===== src/rtl/ctrl_sequencer_if.sv =====
// ctrl_sequencer_if: datapath-facing inputs, strobes and status of the instruction-cycle controller
interface ctrl_sequencer_if #(
    parameter int WORD_W  = 16,
    parameter int OP_W    = 3,
    parameter int T_STEPS = 16
);
    logic [WORD_W-1:0]    ir_data;
    logic                 exec_done;
    logic                 irq;
    logic                 start;
    logic [T_STEPS-1:0]   t_out;
    logic [2**OP_W-1:0]   d_out;
    logic                 i_out;
    logic                 r_out;
    logic                 ien_out;
    logic                 running;
    logic                 ar_from_pc;
    logic                 ir_load;
    logic                 pc_inr;
    logic                 ar_from_ir;
    logic                 ar_indirect;
    logic                 int_save;
    logic                 int_store;
    logic                 int_done;
    logic                 rr_exec;
    logic                 io_exec;
    logic                 mem_exec;
    logic                 timeout_err;

    modport master (
        input  ir_data, exec_done, irq, start,
        output t_out, d_out, i_out, r_out, ien_out, running,
               ar_from_pc, ir_load, pc_inr, ar_from_ir, ar_indirect,
               int_save, int_store, int_done, rr_exec, io_exec, mem_exec, timeout_err
    );

    modport slave (
        output ir_data, exec_done, irq, start,
        input  t_out, d_out, i_out, r_out, ien_out, running,
               ar_from_pc, ir_load, pc_inr, ar_from_ir, ar_indirect,
               int_save, int_store, int_done, rr_exec, io_exec, mem_exec, timeout_err
    );
endinterface


===== src/rtl/ctrl_sequencer.sv =====
// ctrl_sequencer: one-hot timing sequencer, opcode decoder, I/R/IEN flip-flops, halt and timeout
module ctrl_sequencer #(
    parameter int WORD_W  = 16,
    parameter int OP_W    = 3,
    parameter int T_STEPS = 16
) (
    input logic              clk,
    input logic              rst_n,
    ctrl_sequencer_if.master bus
);
    localparam int NOP = 2 ** OP_W;

    logic [T_STEPS-1:0] sc;
    logic [NOP-1:0]     d;
    logic               i, r, ien, running, timeout_err;
    logic               fetch, dr, mr, t4_up, t_last, hlt, irq_take, io_ctl, unused_ok;

    // fetch/decode strobes only in a running normal cycle; execute strobes may overlap a pending R
    assign fetch    = running & ~r;
    assign dr       = d[NOP-1];
    assign mr       = ~dr;
    assign t4_up    = |sc[T_STEPS-1:4];
    assign t_last   = sc[T_STEPS-1];
    assign hlt      = bus.rr_exec & bus.ir_data[0];
    assign io_ctl   = bus.io_exec & (bus.ir_data[7] | bus.ir_data[6]);
    assign irq_take = running & ien & bus.irq & ~(sc[0] | sc[1] | sc[2]);
    assign unused_ok = ^bus.ir_data;

    assign bus.t_out       = sc;
    assign bus.d_out       = d;
    assign bus.i_out       = i;
    assign bus.r_out       = r;
    assign bus.ien_out     = ien;
    assign bus.running     = running;
    assign bus.timeout_err = timeout_err;
    assign bus.ar_from_pc  = fetch & sc[0];
    assign bus.ir_load     = fetch & sc[1];
    assign bus.pc_inr      = fetch & sc[1];
    assign bus.ar_from_ir  = fetch & sc[2];
    assign bus.ar_indirect = running & sc[3] & mr & i;
    assign bus.rr_exec     = running & sc[3] & dr & ~i;
    assign bus.io_exec     = running & sc[3] & dr & i;
    assign bus.mem_exec    = running & t4_up & mr;
    assign bus.int_save    = running & r & sc[0];
    assign bus.int_store   = running & r & sc[1];
    assign bus.int_done    = running & r & sc[2];

    // sequencer state: SC clear sources in priority order, then increment
    always_ff @(posedge clk or negedge rst_n) begin
        if (!rst_n) begin
            sc          <= T_STEPS'(1);
            d           <= '0;
            i           <= 1'b0;
            r           <= 1'b0;
            ien         <= 1'b0;
            running     <= 1'b1;
            timeout_err <= 1'b0;
        end else begin
            if (!running && bus.start) running <= 1'b1;
            if (bus.ar_from_ir) begin
                d <= NOP'(1) << bus.ir_data[WORD_W-2 -: OP_W];
                i <= bus.ir_data[WORD_W-1];
            end
            if (irq_take) r <= 1'b1;
            if (io_ctl) ien <= bus.ir_data[7] & ~bus.ir_data[6];
            if (hlt) begin
                running <= 1'b0;
                sc      <= T_STEPS'(1);
            end else if (bus.int_done) begin
                sc  <= T_STEPS'(1);
                r   <= 1'b0;
                ien <= 1'b0;
            end else if (running && dr && sc[3]) begin
                sc <= T_STEPS'(1);
            end else if (running && mr && t4_up && bus.exec_done) begin
                sc <= T_STEPS'(1);
            end else if (running && mr && t_last) begin
                sc          <= T_STEPS'(1);
                timeout_err <= 1'b1;
            end else if (running) begin
                sc <= {sc[T_STEPS-2:0], 1'b0};
            end
        end
    end
endmodule


===== src/flat_wrapper.sv =====
// flat-port wrapper written by rule: the top's interface ports become plain ports
module ctrl_sequencer_flat 
#(
    parameter int WORD_W  = 16,
    parameter int OP_W    = 3,
    parameter int T_STEPS = 16
)
  (clk, rst_n, bus_ir_data, bus_exec_done, bus_irq, bus_start, bus_t_out, bus_d_out, bus_i_out, bus_r_out, bus_ien_out, bus_running, bus_ar_from_pc, bus_ir_load, bus_pc_inr, bus_ar_from_ir, bus_ar_indirect, bus_int_save, bus_int_store, bus_int_done, bus_rr_exec, bus_io_exec, bus_mem_exec, bus_timeout_err);
  ctrl_sequencer_if #(.WORD_W(WORD_W), .OP_W(OP_W), .T_STEPS(T_STEPS)) bus_i ();
  input logic clk;
  input logic rst_n;
  input wire logic [$bits(bus_i.ir_data)-1:0] bus_ir_data;
  input wire logic [$bits(bus_i.exec_done)-1:0] bus_exec_done;
  input wire logic [$bits(bus_i.irq)-1:0] bus_irq;
  input wire logic [$bits(bus_i.start)-1:0] bus_start;
  output wire logic [$bits(bus_i.t_out)-1:0] bus_t_out;
  output wire logic [$bits(bus_i.d_out)-1:0] bus_d_out;
  output wire logic [$bits(bus_i.i_out)-1:0] bus_i_out;
  output wire logic [$bits(bus_i.r_out)-1:0] bus_r_out;
  output wire logic [$bits(bus_i.ien_out)-1:0] bus_ien_out;
  output wire logic [$bits(bus_i.running)-1:0] bus_running;
  output wire logic [$bits(bus_i.ar_from_pc)-1:0] bus_ar_from_pc;
  output wire logic [$bits(bus_i.ir_load)-1:0] bus_ir_load;
  output wire logic [$bits(bus_i.pc_inr)-1:0] bus_pc_inr;
  output wire logic [$bits(bus_i.ar_from_ir)-1:0] bus_ar_from_ir;
  output wire logic [$bits(bus_i.ar_indirect)-1:0] bus_ar_indirect;
  output wire logic [$bits(bus_i.int_save)-1:0] bus_int_save;
  output wire logic [$bits(bus_i.int_store)-1:0] bus_int_store;
  output wire logic [$bits(bus_i.int_done)-1:0] bus_int_done;
  output wire logic [$bits(bus_i.rr_exec)-1:0] bus_rr_exec;
  output wire logic [$bits(bus_i.io_exec)-1:0] bus_io_exec;
  output wire logic [$bits(bus_i.mem_exec)-1:0] bus_mem_exec;
  output wire logic [$bits(bus_i.timeout_err)-1:0] bus_timeout_err;
  assign bus_i.ir_data = bus_ir_data;
  assign bus_i.exec_done = bus_exec_done;
  assign bus_i.irq = bus_irq;
  assign bus_i.start = bus_start;
  assign bus_t_out = bus_i.t_out;
  assign bus_d_out = bus_i.d_out;
  assign bus_i_out = bus_i.i_out;
  assign bus_r_out = bus_i.r_out;
  assign bus_ien_out = bus_i.ien_out;
  assign bus_running = bus_i.running;
  assign bus_ar_from_pc = bus_i.ar_from_pc;
  assign bus_ir_load = bus_i.ir_load;
  assign bus_pc_inr = bus_i.pc_inr;
  assign bus_ar_from_ir = bus_i.ar_from_ir;
  assign bus_ar_indirect = bus_i.ar_indirect;
  assign bus_int_save = bus_i.int_save;
  assign bus_int_store = bus_i.int_store;
  assign bus_int_done = bus_i.int_done;
  assign bus_rr_exec = bus_i.rr_exec;
  assign bus_io_exec = bus_i.io_exec;
  assign bus_mem_exec = bus_i.mem_exec;
  assign bus_timeout_err = bus_i.timeout_err;
  ctrl_sequencer #(.WORD_W(WORD_W), .OP_W(OP_W), .T_STEPS(T_STEPS)) u_core (.clk(clk), .rst_n(rst_n), .bus(bus_i));
endmodule

===== config.mk =====
export PLATFORM = sky130hd
export DESIGN_NAME = ctrl_sequencer_flat
export DESIGN_NICKNAME = d
export VERILOG_FILES = /design/src/rtl/ctrl_sequencer_if.sv /design/src/rtl/ctrl_sequencer.sv /design/src/flat_wrapper.sv
export SDC_FILE = /design/constraint.sdc
export NUM_CORES = 1
export LEC_CHECK = 0
export CAP_MARGIN = 5
export CORE_ASPECT_RATIO = 0.7
export CORE_MARGIN = 8
export CORE_UTILIZATION = 40
export DETAILED_ROUTE_END_ITERATION = 8
export PLACE_DENSITY_LB_ADDON = 0.12
export SLEW_MARGIN = 15
export SYNTH_ARGS = -nofsm -noshare
export SYNTH_HDL_FRONTEND = slang
export SYNTH_SLANG_ARGS = --single-unit

===== constraint.sdc =====
create_clock -name clk -period 1.8 [get_ports clk]
set_input_delay 0.36 -clock clk [delete_from_list [all_inputs] [get_ports clk]]
set_output_delay 0.36 -clock clk [all_outputs]
set_load 0.01 [all_outputs]

==> impl_results.md <==
- 1st-pass router iterations: 4
- Rows: 17
- Final cell count without fillers: 233
- Post-synth cell types: 33
- Post-route setup slack: 0.00878 ns
- CP Launch Type: register
- IO Pins: 61
- Setup-failing EPs final: 0
- Die Wd: 84.3 um
- H-tree levels: 2
- Post-Synth XOR/XNOR Area: 0%
- DRC viols: 0
- Critical path, cell by cell: nor4_4, and3_4, nor3_1, buf_2
- Reg clk slew, reported paths: 0.06 ns
- Via/cell ratio: 5.34
- Clock latency on the worst-skew pair: 0.28 ns
- Seq pwr share: 36.0%
- Slowest cell on crit path: dfrtp_1
- Status: completed
- Max rail drop VDD: 685 uV
- Mux contribution to synthesized area: 1.91%
- RSZ-0062 raised after global routing: true
- Clock power share: 24.6%
- Final-report max-slew violation count: 0
- Post-Synth Adder-Cell Area: 0%
- Slew margin rel.: 71.7%
- Avg WL per Cell: 16.4 um
- Final GP Congestion: 0.759
- Post-Syn Area per Cell: 10.9 um^2
- Comb pwr share: 39.4%
- Crit-path max cell delay: 0.42 ns
- Fillers: 234
- Worst setup EP type: output port
- Switching pwr: 0.834 mW
- Internal: 1.77 mW
- Period utilization: 99.5%
- P_leak: 1.01 nW
- Sw Share: 32.0%
- DIE AREA: 5380 um^2
- Crit Path Class: reg -> out
- Number of flops mapped to enable cells by yosys: 0
- Fin. Hold Viols: 0
- Total clock sinks: 29
- CP max FO: 2
- Clk_skew: 0.00722 ns
- Layout cells sized above 1: 26.2%
- Yosys top cell by area: dfrtp_1
- CTS root buffer: clkbuf_8
- Setup TNS Final: 0 ns
- Post-Synth Simple-Gate Area: 17.0%
- Num CTS Buffers: 5
- Post-route ant nets: 0
- Syn Std Cell Area: 1310 um^2
- Synth area leaders: dfrtp_1, a22o_1, dfstp_2
- Placed insts: 224
- Leading cell types in the layout, fill and taps excluded: clkdlybuf4s50_1, dfrtp_1, buf_4
- Critical Path AT: 1.43 ns
- Largest family of logic cells by synthesized area: compound AO/OA/AOI/OAI gates
- Crit path buffers/inverters: 1
- Syn Inst Count: 120
- Seq/Total Area, Yosys: 55.7%
- Vias: 1244
- Vias in the first global route: 1282
- GRT overflow: 0
- Ant. Diodes: 0
- Minimum clock period: 1.79 ns
- DP Wirelength: 2780 um
- Register area: 728 um^2
- Pre-CTS setup slack: -0.123 ns
- # hold bufs at CTS: 0
- Die height: 63.8 um
- Req. time, crit path: 1.44 ns
- Final WL: 3820 um
- Iter 0 DRT Violations: 100
- GRT Overall Usage: 13.7%
- Family with the most delay on the worst path: simple AND/OR/NAND/NOR gates
- I/O Buffers: 51
- Initial antenna violation count: 0
- Net Count, Synth: 141
- CTS tree: done
- Hold Path Class: in -> async
- Synthesis-stage register bit count: 29
- Yosys top cell area share: 51.7%
- Core Region: 3130 um^2
- Max cap viols: 0
- Commonest non-fill, non-tap cell in the layout: clkdlybuf4s50_1
- Ys Warns: 0
- Fmax: 558 MHz
- First-pass GRT wire length: 6150 um
- Area of the multi-input gates: 548 um^2
- Pwr per Cell Area: 1230 nW/um^2
- Nets: 216
- Worst slew pin tran: 0.422 ns
- Layout Area Growth over Synthesis: 62.3%
- Initial Utilization: 41.8%
- Synth Area in Compound Gates: 18.8%
- Largest net degree at the start of global routing: 30
- Clock Tree Buf Depth: 2
- FFs w/ async S/R, synth: 100%
- Most common flop cell mapped by yosys: dfrtp_1
==> through the flow <==
| stage | hold slack, ns | total power [mW] | utilization (%) | cell area [um^2] |
|---|---|---|---|---|
| global placement | 0.456 | 1.95 | 63.8 | 1990 |
| detailed placement | 0.471 | 1.97 | 63.8 | 1990 |
| CTS | 0.484 | 2.59 | 67.4 | 2110 |
| floorplan | 0.0644 | 1.41 | - | 1310 |
| global route | 0.504 | 2.75 | 67.9 | 2120 |
| finish | 0.476 | 2.60 | 67.9 | 2120 |
==> power groups by stage <==
stage               clock network (mW)  logic [mW]  registers [mW]
global route                     0.672        1.12           0.956
finish                           0.639        1.03           0.937
floorplan                            0       0.433           0.979
CTS                              0.651        1.01           0.931
detailed placement                   0        1.03           0.938
global placement                     0        1.02           0.930
==> sequential cells by signal (all words and copies together), names as in the netlist <==
register and count:
u_core.bus.d_out 8, u_core.bus.i_out 1, u_core.bus.ien_out 1, u_core.bus.r_out 1
u_core.bus.running 1, u_core.bus.t_out 16, u_core.bus.timeout_err 1
==> metal layers <==
metal,vias to the layer above,share of wire [%],track usage [%]
met5,-,0,0
li1,591,-,-
met1,616,45,16.4
met2,32,47,22.1
met4,0,0.84,3.80
met3,5,6.8,5.82
==> cell usage after synthesis (3+ instances only) <==
library cell / instances
nor3_1: 4
nor4_1: 3
nand2_1: 14
o21ai_0: 3
and3_1: 5
a22o_1: 11
nor2_1: 4
buf_2: 3
dfrtp_1: 27
inv_1: 8
nand3_1: 3
o32ai_1: 4
clkbuf_1: 3
==> what timing repair did <==
| item | 4_1_cts | 5_1_grt |
|---|---|---|
| resized for setup | 20 | 15 |
| setup endpoints to repair | 12 | 7 |
| pin swaps | 2 | 3 |
| buffers inserted | 1 | 1 |
==> layout make-up <==
type                       count  area share [%]
sequential                    29            34.3
timing repair buffer          77            31.3
multi-input combinational     74            25.8
clock buffer                   5            3.24
tap                           38            2.24
clock inverter                 2            1.65
inverter                       8            1.42
==> final timing paths <==
kind | from | to | slack [ns] | cells after the start
max | u_core.bus.t_out[14] | bus_mem_exec | 0.009 | 4
max in group asynchronous | rst_n | u_core.bus.t_out[0] | 1.00 | 2
min | rst_n | u_core.bus.d_out[2] | 0.48 | 2
min reg2reg | u_core.bus.d_out[2] | u_core.bus.d_out[2] | 0.48 | 2
min in group clk | u_core.bus.d_out[2] | u_core.bus.d_out[2] | 0.48 | 2
max reg2reg | u_core.bus.running | u_core.bus.t_out[2] | 0.25 | 5
==> cell families (layout without fill, tap and decap cells) <==
group                  count (synthesis)  in the layout
AOI/OAI and AO/OA                     31             31
buffers and inverters                 17             92
DFF                                   29             29
muxes                                  2              2
and+or+nand+nor                       41             41
Note: power is estimated with default switching activity, not from simulation.
